`src/rtl/ppl_pixel_writer.sv`:
```
// Ray-march pipeline sink: fetches the texel for each pixel and buffers writes to the framebuffer.
// Drops pixels on FIFO overflow and flags them, because the pipeline cannot be stalled.
module ppl_pixel_writer #(
  parameter int unsigned H_DISP     = 1280,
  parameter int unsigned V_DISP     = 720,
  parameter int unsigned FIFO_DEPTH = 16,
  parameter logic [15:0] COLOR_KEY  = 16'hF81F
) (
  input  logic        clk,
  input  logic        rst,
  input  logic        in_valid,
  input  logic [19:0] in_pixel_addr,
  input  logic [12:0] in_texture_addr,
  output logic [12:0] tex_addr,
  input  logic [15:0] tex_data,
  output logic        fb_wr_en,
  output logic [19:0] fb_wr_addr,
  output logic [15:0] fb_wr_data,
  input  logic        fb_wr_ready,
  output logic [4:0]  fifo_level,
  output logic        overflow,
  input  logic        ovf_clr,
  output logic [15:0] drop_cnt,
  output logic        frame_done
);

  localparam int unsigned PW        = $clog2(FIFO_DEPTH);
  localparam int unsigned LW        = PW + 1;
  localparam logic [19:0] LAST_ADDR = 20'(H_DISP * V_DISP - 1);
  localparam logic [LW-1:0] DEPTH_L = LW'(FIFO_DEPTH);

  logic          r_s1_valid;
  logic [19:0]   r_s1_addr;
  logic [19:0]   r_mem_addr [FIFO_DEPTH];
  logic [15:0]   r_mem_data [FIFO_DEPTH];
  logic [PW-1:0] r_wr_ptr;
  logic [PW-1:0] r_rd_ptr;
  logic [LW-1:0] r_level;
  logic          r_overflow;
  logic [15:0]   r_drop_cnt;
  logic          r_frame_done;

  logic w_push_req;
  logic w_push;
  logic w_pop;
  logic w_drop;
  logic w_wr_en;

  assign tex_addr = in_texture_addr;

  // Write enable is masked during reset so nothing leaves the FIFO in the reset cycle.
  assign w_wr_en    = (r_level != '0) && !rst;
  assign w_pop      = w_wr_en && fb_wr_ready;
  assign w_push_req = r_s1_valid && (r_s1_addr <= LAST_ADDR) && (tex_data != COLOR_KEY);
  assign w_push     = w_push_req && ((r_level < DEPTH_L) || w_pop);
  assign w_drop     = w_push_req && !w_push;

  always_ff @(posedge clk) begin
    if (rst) begin
      r_s1_valid <= 1'b0;
      r_s1_addr  <= '0;
    end else begin
      r_s1_valid <= in_valid;
      r_s1_addr  <= in_pixel_addr;
    end
  end

  always_ff @(posedge clk) begin
    if (w_push) begin
      r_mem_addr[r_wr_ptr] <= r_s1_addr;
      r_mem_data[r_wr_ptr] <= tex_data;
    end
  end

  always_ff @(posedge clk) begin
    if (rst) begin
      r_wr_ptr <= '0;
      r_rd_ptr <= '0;
      r_level  <= '0;
    end else begin
      if (w_push) r_wr_ptr <= r_wr_ptr + 1'b1;
      if (w_pop)  r_rd_ptr <= r_rd_ptr + 1'b1;
      case ({w_push, w_pop})
        2'b10:   r_level <= r_level + 1'b1;
        2'b01:   r_level <= r_level - 1'b1;
        default: r_level <= r_level;
      endcase
    end
  end

  // A drop coinciding with a clear restarts the count at one rather than zero.
  always_ff @(posedge clk) begin
    if (rst) begin
      r_overflow <= 1'b0;
      r_drop_cnt <= '0;
    end else if (w_drop) begin
      r_overflow <= 1'b1;
      if (ovf_clr)                r_drop_cnt <= 16'd1;
      else if (r_drop_cnt != '1)  r_drop_cnt <= r_drop_cnt + 1'b1;
    end else if (ovf_clr) begin
      r_overflow <= 1'b0;
      r_drop_cnt <= '0;
    end
  end

  always_ff @(posedge clk) begin
    if (rst) r_frame_done <= 1'b0;
    else     r_frame_done <= w_pop && (r_mem_addr[r_rd_ptr] == LAST_ADDR);
  end

  assign fb_wr_en   = w_wr_en;
  assign fb_wr_addr = r_mem_addr[r_rd_ptr];
  assign fb_wr_data = r_mem_data[r_rd_ptr];
  assign fifo_level = 5'(r_level);
  assign overflow   = r_overflow;
  assign drop_cnt   = r_drop_cnt;
  assign frame_done = r_frame_done;

endmodule

```
`config.mk`:
```
export PLATFORM = sky130hd
export DESIGN_NAME = ppl_pixel_writer
export DESIGN_NICKNAME = d
export VERILOG_FILES = /design/src/rtl/ppl_pixel_writer.sv
export SDC_FILE = /design/constraint.sdc
export NUM_CORES = 1
export LEC_CHECK = 0
export CORE_ASPECT_RATIO = 1.25
export CORE_UTILIZATION = 25
export DETAILED_ROUTE_END_ITERATION = 7
export PLACE_DENSITY_LB_ADDON = 0.25
export SLEW_MARGIN = 40
export SYNTH_ARGS = -nofsm -noshare
export SYNTH_HDL_FRONTEND = slang
export SYNTH_SLANG_ARGS = --single-unit
```
`constraint.sdc`:
```
create_clock -name clk -period 7.3 [get_ports clk]
set_clock_uncertainty 0.15 [all_clocks]
set_input_delay 1.825 -clock clk [delete_from_list [all_inputs] [get_ports clk]]
set_output_delay 1.825 -clock clk [all_outputs]
set_load 0.01 [all_outputs]
```
==> results of run 1 <==
[cell families (layout without fill, tap and decap cells)]
| logic type | Yosys count | after routing | share of synthesized area [%] |
|---|---|---|---|
| simple gates | 141 | 141 | 3.10 |
| xor+xnor | 15 | 15 | 0.543 |
| compound gates | 69 | 69 | 1.98 |
| flops | 632 | 632 | 76.2 |
| mux | 169 | 169 | 15.9 |
| fa+ha+maj | 10 | 10 | 0.517 |
| buf+inv | 76 | 278 | 1.79 |
[routing by layer]
layer,part of all wire (%),up-vias
li1,-,4939
met2,50,295
met1,43,6133
met4,2.0,0
met3,5.0,87
met5,0,-
[worst paths after layout]
path / depth (start not counted) / to / slack, ps
hold reg to reg: 2 / overflow / 330
setup / recovery: 5 / fb_wr_addr[2] / 1600
hold / removal: 2 / overflow / 330
setup reg to reg: 14 / fifo_level[4] / 3260
[report_power, final]
group / total, mW / switching [mW] / internal [mW]
combinational: 0.452 / 0.212 / 0.240
clock: 3.43 / 1.42 / 2.01
sequential: 4.02 / 0.0492 / 3.98
[final cells by class]
cell class,count,area [µm²],share of cell area (%)
flip-flops and latches,632,18400,63.3
repair buffers,144,1390,4.77
inverters,8,30.0,0.103
clock buffers,93,1900,6.53
well taps,1290,1610,5.54
multi-input cells,404,5460,18.8
clock inverters,33,299,1.03
[per-stage QoR]
stage | cells | instance area, µm²
6_report | 2604 | 29100
5_1_grt | 2604 | 29100
3_3_place_gp | 2476 | 26900
4_1_cts | 2603 | 29100
3_5_place_dp | 2477 | 26900
2_1_floorplan | 1112 | 24200
[tightest hold or removal path: cells and delay by family, from the launching register on]
family	cells	cell delay (ps)
DFF	1	310
and+or+nand+nor	1	60
AOI/OAI and AO/OA	1	60
[placed cells by master, fill, tap and decap left out, types with 10 or more instances in the layout]
cell and n:
ha_1 10, mux4_1 17, nor2b_1 23, nor2_1 20, clkdlybuf4s50_1 99, nor2_4 13
clkbuf_16 72, edfxtp_1 576, a22oi_1 27, clkbuf_1 19, nand2_1 35, dfxtp_1 52
buf_4 39, clkinv_1 14, a21oi_1 19, mux4_2 150
[sequential cells by signal, indices dropped and copies added (netlist names), named ones only]
name,flops
drop_cnt,16
r_s1_addr,20
frame_done,1
overflow,1
r_s1_valid,1
r_mem_addr,320
fifo_level,5
r_rd_ptr,4
r_wr_ptr,4
r_mem_data,256
==> results_dict.tcl, run 1 <==
set metrics [dict create \
    synth.distinct_cells 55 \
    slew_viol_final 0 \
    via_per_inst 4.40 \
    cts_max_level 3 \
    wl_per_cell_um 23.3 \
    critical_path.top_delay_family "buffers and inverters" \
    vias 11500 \
    final_net_count 1325 \
    fin_util_pct 30.4 \
    firstDrtPassIters 5 \
    post_cts_buffers 0 \
    grt_pass1_vias 12600 \
    insertedDiodeCount 0 \
    use_met1_pct 16.0 \
    io_pins 127 \
    rows 127 \
    setup_viol 0 \
    tns_ps 0 \
    path_buf_inv 3 \
    clkTransAtPathRegs_ps 50 \
    grt_use_total_pct 12.6 \
    finalWorstSetupSlack_ps 1600 \
    synth_top_area_share_pct 71.5 \
    max_slew_margin_pct 46.0 \
    yosys_warnings 0 \
    overflow 0 \
    dpl.hpwl_um 32200 \
    postRouteWirelength_um 60800 \
    cpPeakStageDelay_ps 670 \
    grt_pass1_wl_um 88400 \
    cp-end-kind "output pin" \
    synthesis.area_um2 24200 \
    fin_crit_sh_pct 78.1 \
    pre_cts_ws_ps 1320 \
    syn_area_per_cell_um2 21.7 \
    cts.sinks 632 \
    holdWs_ps 325 \
    p_leak_nw 8.87 \
    synth_top_flop_cell "edfxtp_1" \
    busiest_layer "met2" \
    grt_max_degree 62 \
    fmax_mhz 175 \
    hold_viol_final 0 \
    drv_cap 0 \
    hp-start "overflow" \
    gp_congestion 0.736 \
    path_cells "buf_12, buf_4, mux4_1, mux4_2, clkdlybuf4s50_1" \
    synth-edff-count 576 \
    rsz0062_at_grt "false" \
    syn_nets 1176 \
    drtAntennaViolNets 0 \
    ys_ff_latch 632 \
    hold_buffers 0 \
    path_max_fanout 25 \
    post-synth-top-count-cell "edfxtp_1" \
    min_path_type "flop to flop" \
    ir_worst_vdd_mv 0.122 \
    cts_buffers 71 \
    r2r-start "r_s1_addr[14]" \
    dieArea_um2 98000 \
    netlist_instances 1112 \
    worstPathRequired_ps 5330 \
    grt_use_met2_pct 21.3 \
    worst_slew_pin_slew_ps 810 \
    drive_gt1_share_pct 24.3 \
    area_delta_synth_final_pct 20.4 \
    critPathArrivalTime_ps 3720 \
    run_status "finished clean" \
    crit_path_start_kind "flop" \
    yosysTopAreaCell "edfxtp_1" \
    clk_path_buf_depth 3 \
    die_w_um 280 \
    cts_root_buf "clkbuf_16" \
    antenna_found_initial 0 \
    fin_crit_ps 5700 \
    cpMaxStageDelayCell "dfxtp_4" \
    total_power_mw 7.90 \
    start_util_pct 25.2 \
    coreArea_um2 95800 \
    drtIter0Drc 784 \
    synth-seq-area-share_pct 76.2 \
    fillers 9237 \
    yosys-top-cells-area "edfxtp_1 (72%), mux4_2 (14%), dfxtp_1 (4.6%), mux4_1 (1.8%), a22oi_1 (0.84%)" \
    cts_resized 0 \
    async_reset_ff_share_pct 0 \
    grtUsageMet3_pct 2.88 \
    die_y_um 350 \
    p_per_area_nw_per_um2 271 \
    cts_tree "done" \
    synth_common_cells "edfxtp_1 (576), mux4_2 (150), dfxtp_1 (56)" \
    clk_latency_ps 610 \
    critical_path_class "flop to output pin" \
    io_buffers 100 \
    drc 0 \
]
(Power assumes the default switching activity.)
==> inputs of run 2 (changes only) <==
clock period = 5 ns   (was 7.3 ns; I/O delays follow)
==> run 2 against run 1 <==
Effect of this change:
- non-clock buffer count grew 38
- largest cell class unchanged
- combinational power grew 52%
- critical path depth shrank 1
- sequential power grew 46%
- design area grew 1.7%
- critical path type unchanged
- via count grew 0.92%
- clock power grew 44%
- highest routed layer unchanged
- global-route usage grew 0.46 points
- critical endpoint is now fb_wr_addr[0]
- total power grew 45%
==> results_dict.tcl, run 2 (same netlist as run 1, synthesis figures left out) <==
set metrics [dict create \
    max_slew_margin_pct 49.4 \
    setup_viol 0 \
    clk_path_buf_depth 3 \
    gp_congestion 0.748 \
    cts_buffers 72 \
    r2r-start "r_s1_addr[12]" \
    final_cell_mix "edfxtp_1 (576), mux4_2 (150), clkdlybuf4s50_1 (99)" \
    cpMaxStageDelayCell "mux4_2" \
    cpPeakStageDelay_ps 610 \
    ir_worst_vdd_mv 0.219 \
    drv_cap 0 \
    post_cts_buffers 0 \
    path_buf_inv 2 \
    path_common_cell "mux4_2" \
    fin_crit_sh_pct 92.3 \
    wl_met3_um 3060 \
    drive_gt1_share_pct 26.5 \
    p_leak_nw 9.08 \
    grt_use_total_pct 13.0 \
    grt_pass1_wl_um 91500 \
    vias 11600 \
    critical_path_class "flop to output pin" \
    p_per_area_nw_per_um2 388 \
    path_cells "buf_12, mux4_2, mux4_2, clkdlybuf4s50_1" \
    reg2regPathDepth 13 \
    finalWorstSetupSlack_ps 386 \
    worstPathRequired_ps 3600 \
    hold_buffers 0 \
    io_buffers 100 \
    cp-end-kind "output pin" \
    grt_max_degree 52 \
    via_per_inst 4.37 \
    drtIter0Drc 874 \
    cts_root_buf "clkbuf_16" \
    worst-path-stages 4 \
    die_y_um 350 \
    wl_met2_um 32100 \
    largest_registers "r_mem_addr: 320 flops, r_mem_data: 256 flops, r_s1_addr: 20 flops" \
    r2r-end "fifo_level[4]" \
    final_common_cell "edfxtp_1" \
    die_w_um 280 \
    start_util_pct 25.2 \
    dieArea_um2 98000 \
    slew_viol_final 0 \
    final_net_count 1364 \
    pre_cts_ws_ps -230 \
    rsz0062_at_grt "false" \
    clk_latency_ps 610 \
    largest_register_ffs 320 \
    dpl.hpwl_um 39100 \
    fin_util_pct 30.9 \
    cts.sinks 632 \
    hold_viol_final 0 \
    clkTransAtPathRegs_ps 60 \
    top_layer_used "met4" \
    rows 127 \
    crit_path_start_kind "flop" \
    area_delta_synth_final_pct 22.5 \
    io_pins 127 \
    postRouteWirelength_um 62800 \
    min_path_type "flop to flop" \
    overflow 0 \
    crit_end "fb_wr_addr[0]" \
    regMostFlops "r_mem_addr" \
    drt-met1-wl_um 26600 \
    drc 0 \
    worst_slew_pin_slew_ps 752 \
    run_status "finished clean" \
    cts_max_level 3 \
    coreArea_um2 95800 \
    fmax_mhz 217 \
    antenna_found_initial 3 \
    fin_crit_ps 4610 \
    cts_tree "done" \
    path_max_fanout 40 \
    critical_path.top_delay_family "multiplexers" \
    firstDrtPassIters 4 \
    critPathArrivalTime_ps 3210 \
    grt_pass1_vias 12600 \
    drtAntennaViolNets 0 \
    cts_resized 0 \
    r2r_setup_slack_ps 730 \
    wl_per_cell_um 23.7 \
]
-- run 2: worst min path at each step --
stage                            from       end  slack [ps]  cells past startpoint
after floorplan           r_rd_ptr[1]      flop         330                      2
after global placement       overflow  overflow         320                      2
after detailed placement     overflow  overflow         330                      2
after CTS                    overflow  overflow         340                      2
after global routing         overflow  overflow         380                      2
final                        overflow  overflow         330                      2
-- run 2: power by group --
group	total, mW	switching [mW]	internal, mW	leakage, nW
combinational	0.688	0.330	0.358	2.32
clock	4.94	2.13	2.81	1.06
sequential	5.87	0.0662	5.80	5.69
-- run 2: routing by layer --
metal,GRT usage [%],vias to the layer above
met2,22.3,295
met1,16.6,6159
met4,3.29,0
met3,2.78,76
li1,-,5029
met5,0,-
-- run 2: cell type report --
| class | instances | area (µm²) |
|---|---|---|
| diodes | 1 | 2.50 |
| clock buffers | 85 | 1880 |
| clock inverters | 43 | 315 |
| fillers | 9217 | 66200 |
| inverters | 8 | 30.0 |
| multi-input cells | 404 | 5470 |
| flip-flops and latches | 632 | 18400 |
| well taps | 1290 | 1610 |
| repair buffers | 182 | 1890 |
-- run 2: worst register-to-register path, delay by kind of cell, from the launching register on --
family	cells	cell delay, ps
compound gates	5	1090
buf+inv	1	140
xor+xnor	2	250
fa+ha+maj	2	490
simple gates	3	1530
flops	1	540
-- run 2: per-stage QoR --
step / hold WS [ps] / area, µm² / instances / power (mW) / TNS (ps)
after global placement: 318 / 27200 / 2506 / 6.69 / -33060
after global routing: 376 / 29600 / 2644 / 11.9 / 0
after detailed placement: 328 / 27400 / 2516 / 6.70 / -8090
final: 331 / 29600 / 2645 / 11.5 / 0
after CTS: 340 / 29600 / 2644 / 11.7 / 0
after floorplan: 326 / 24200 / 1112 / 6.38 / 0
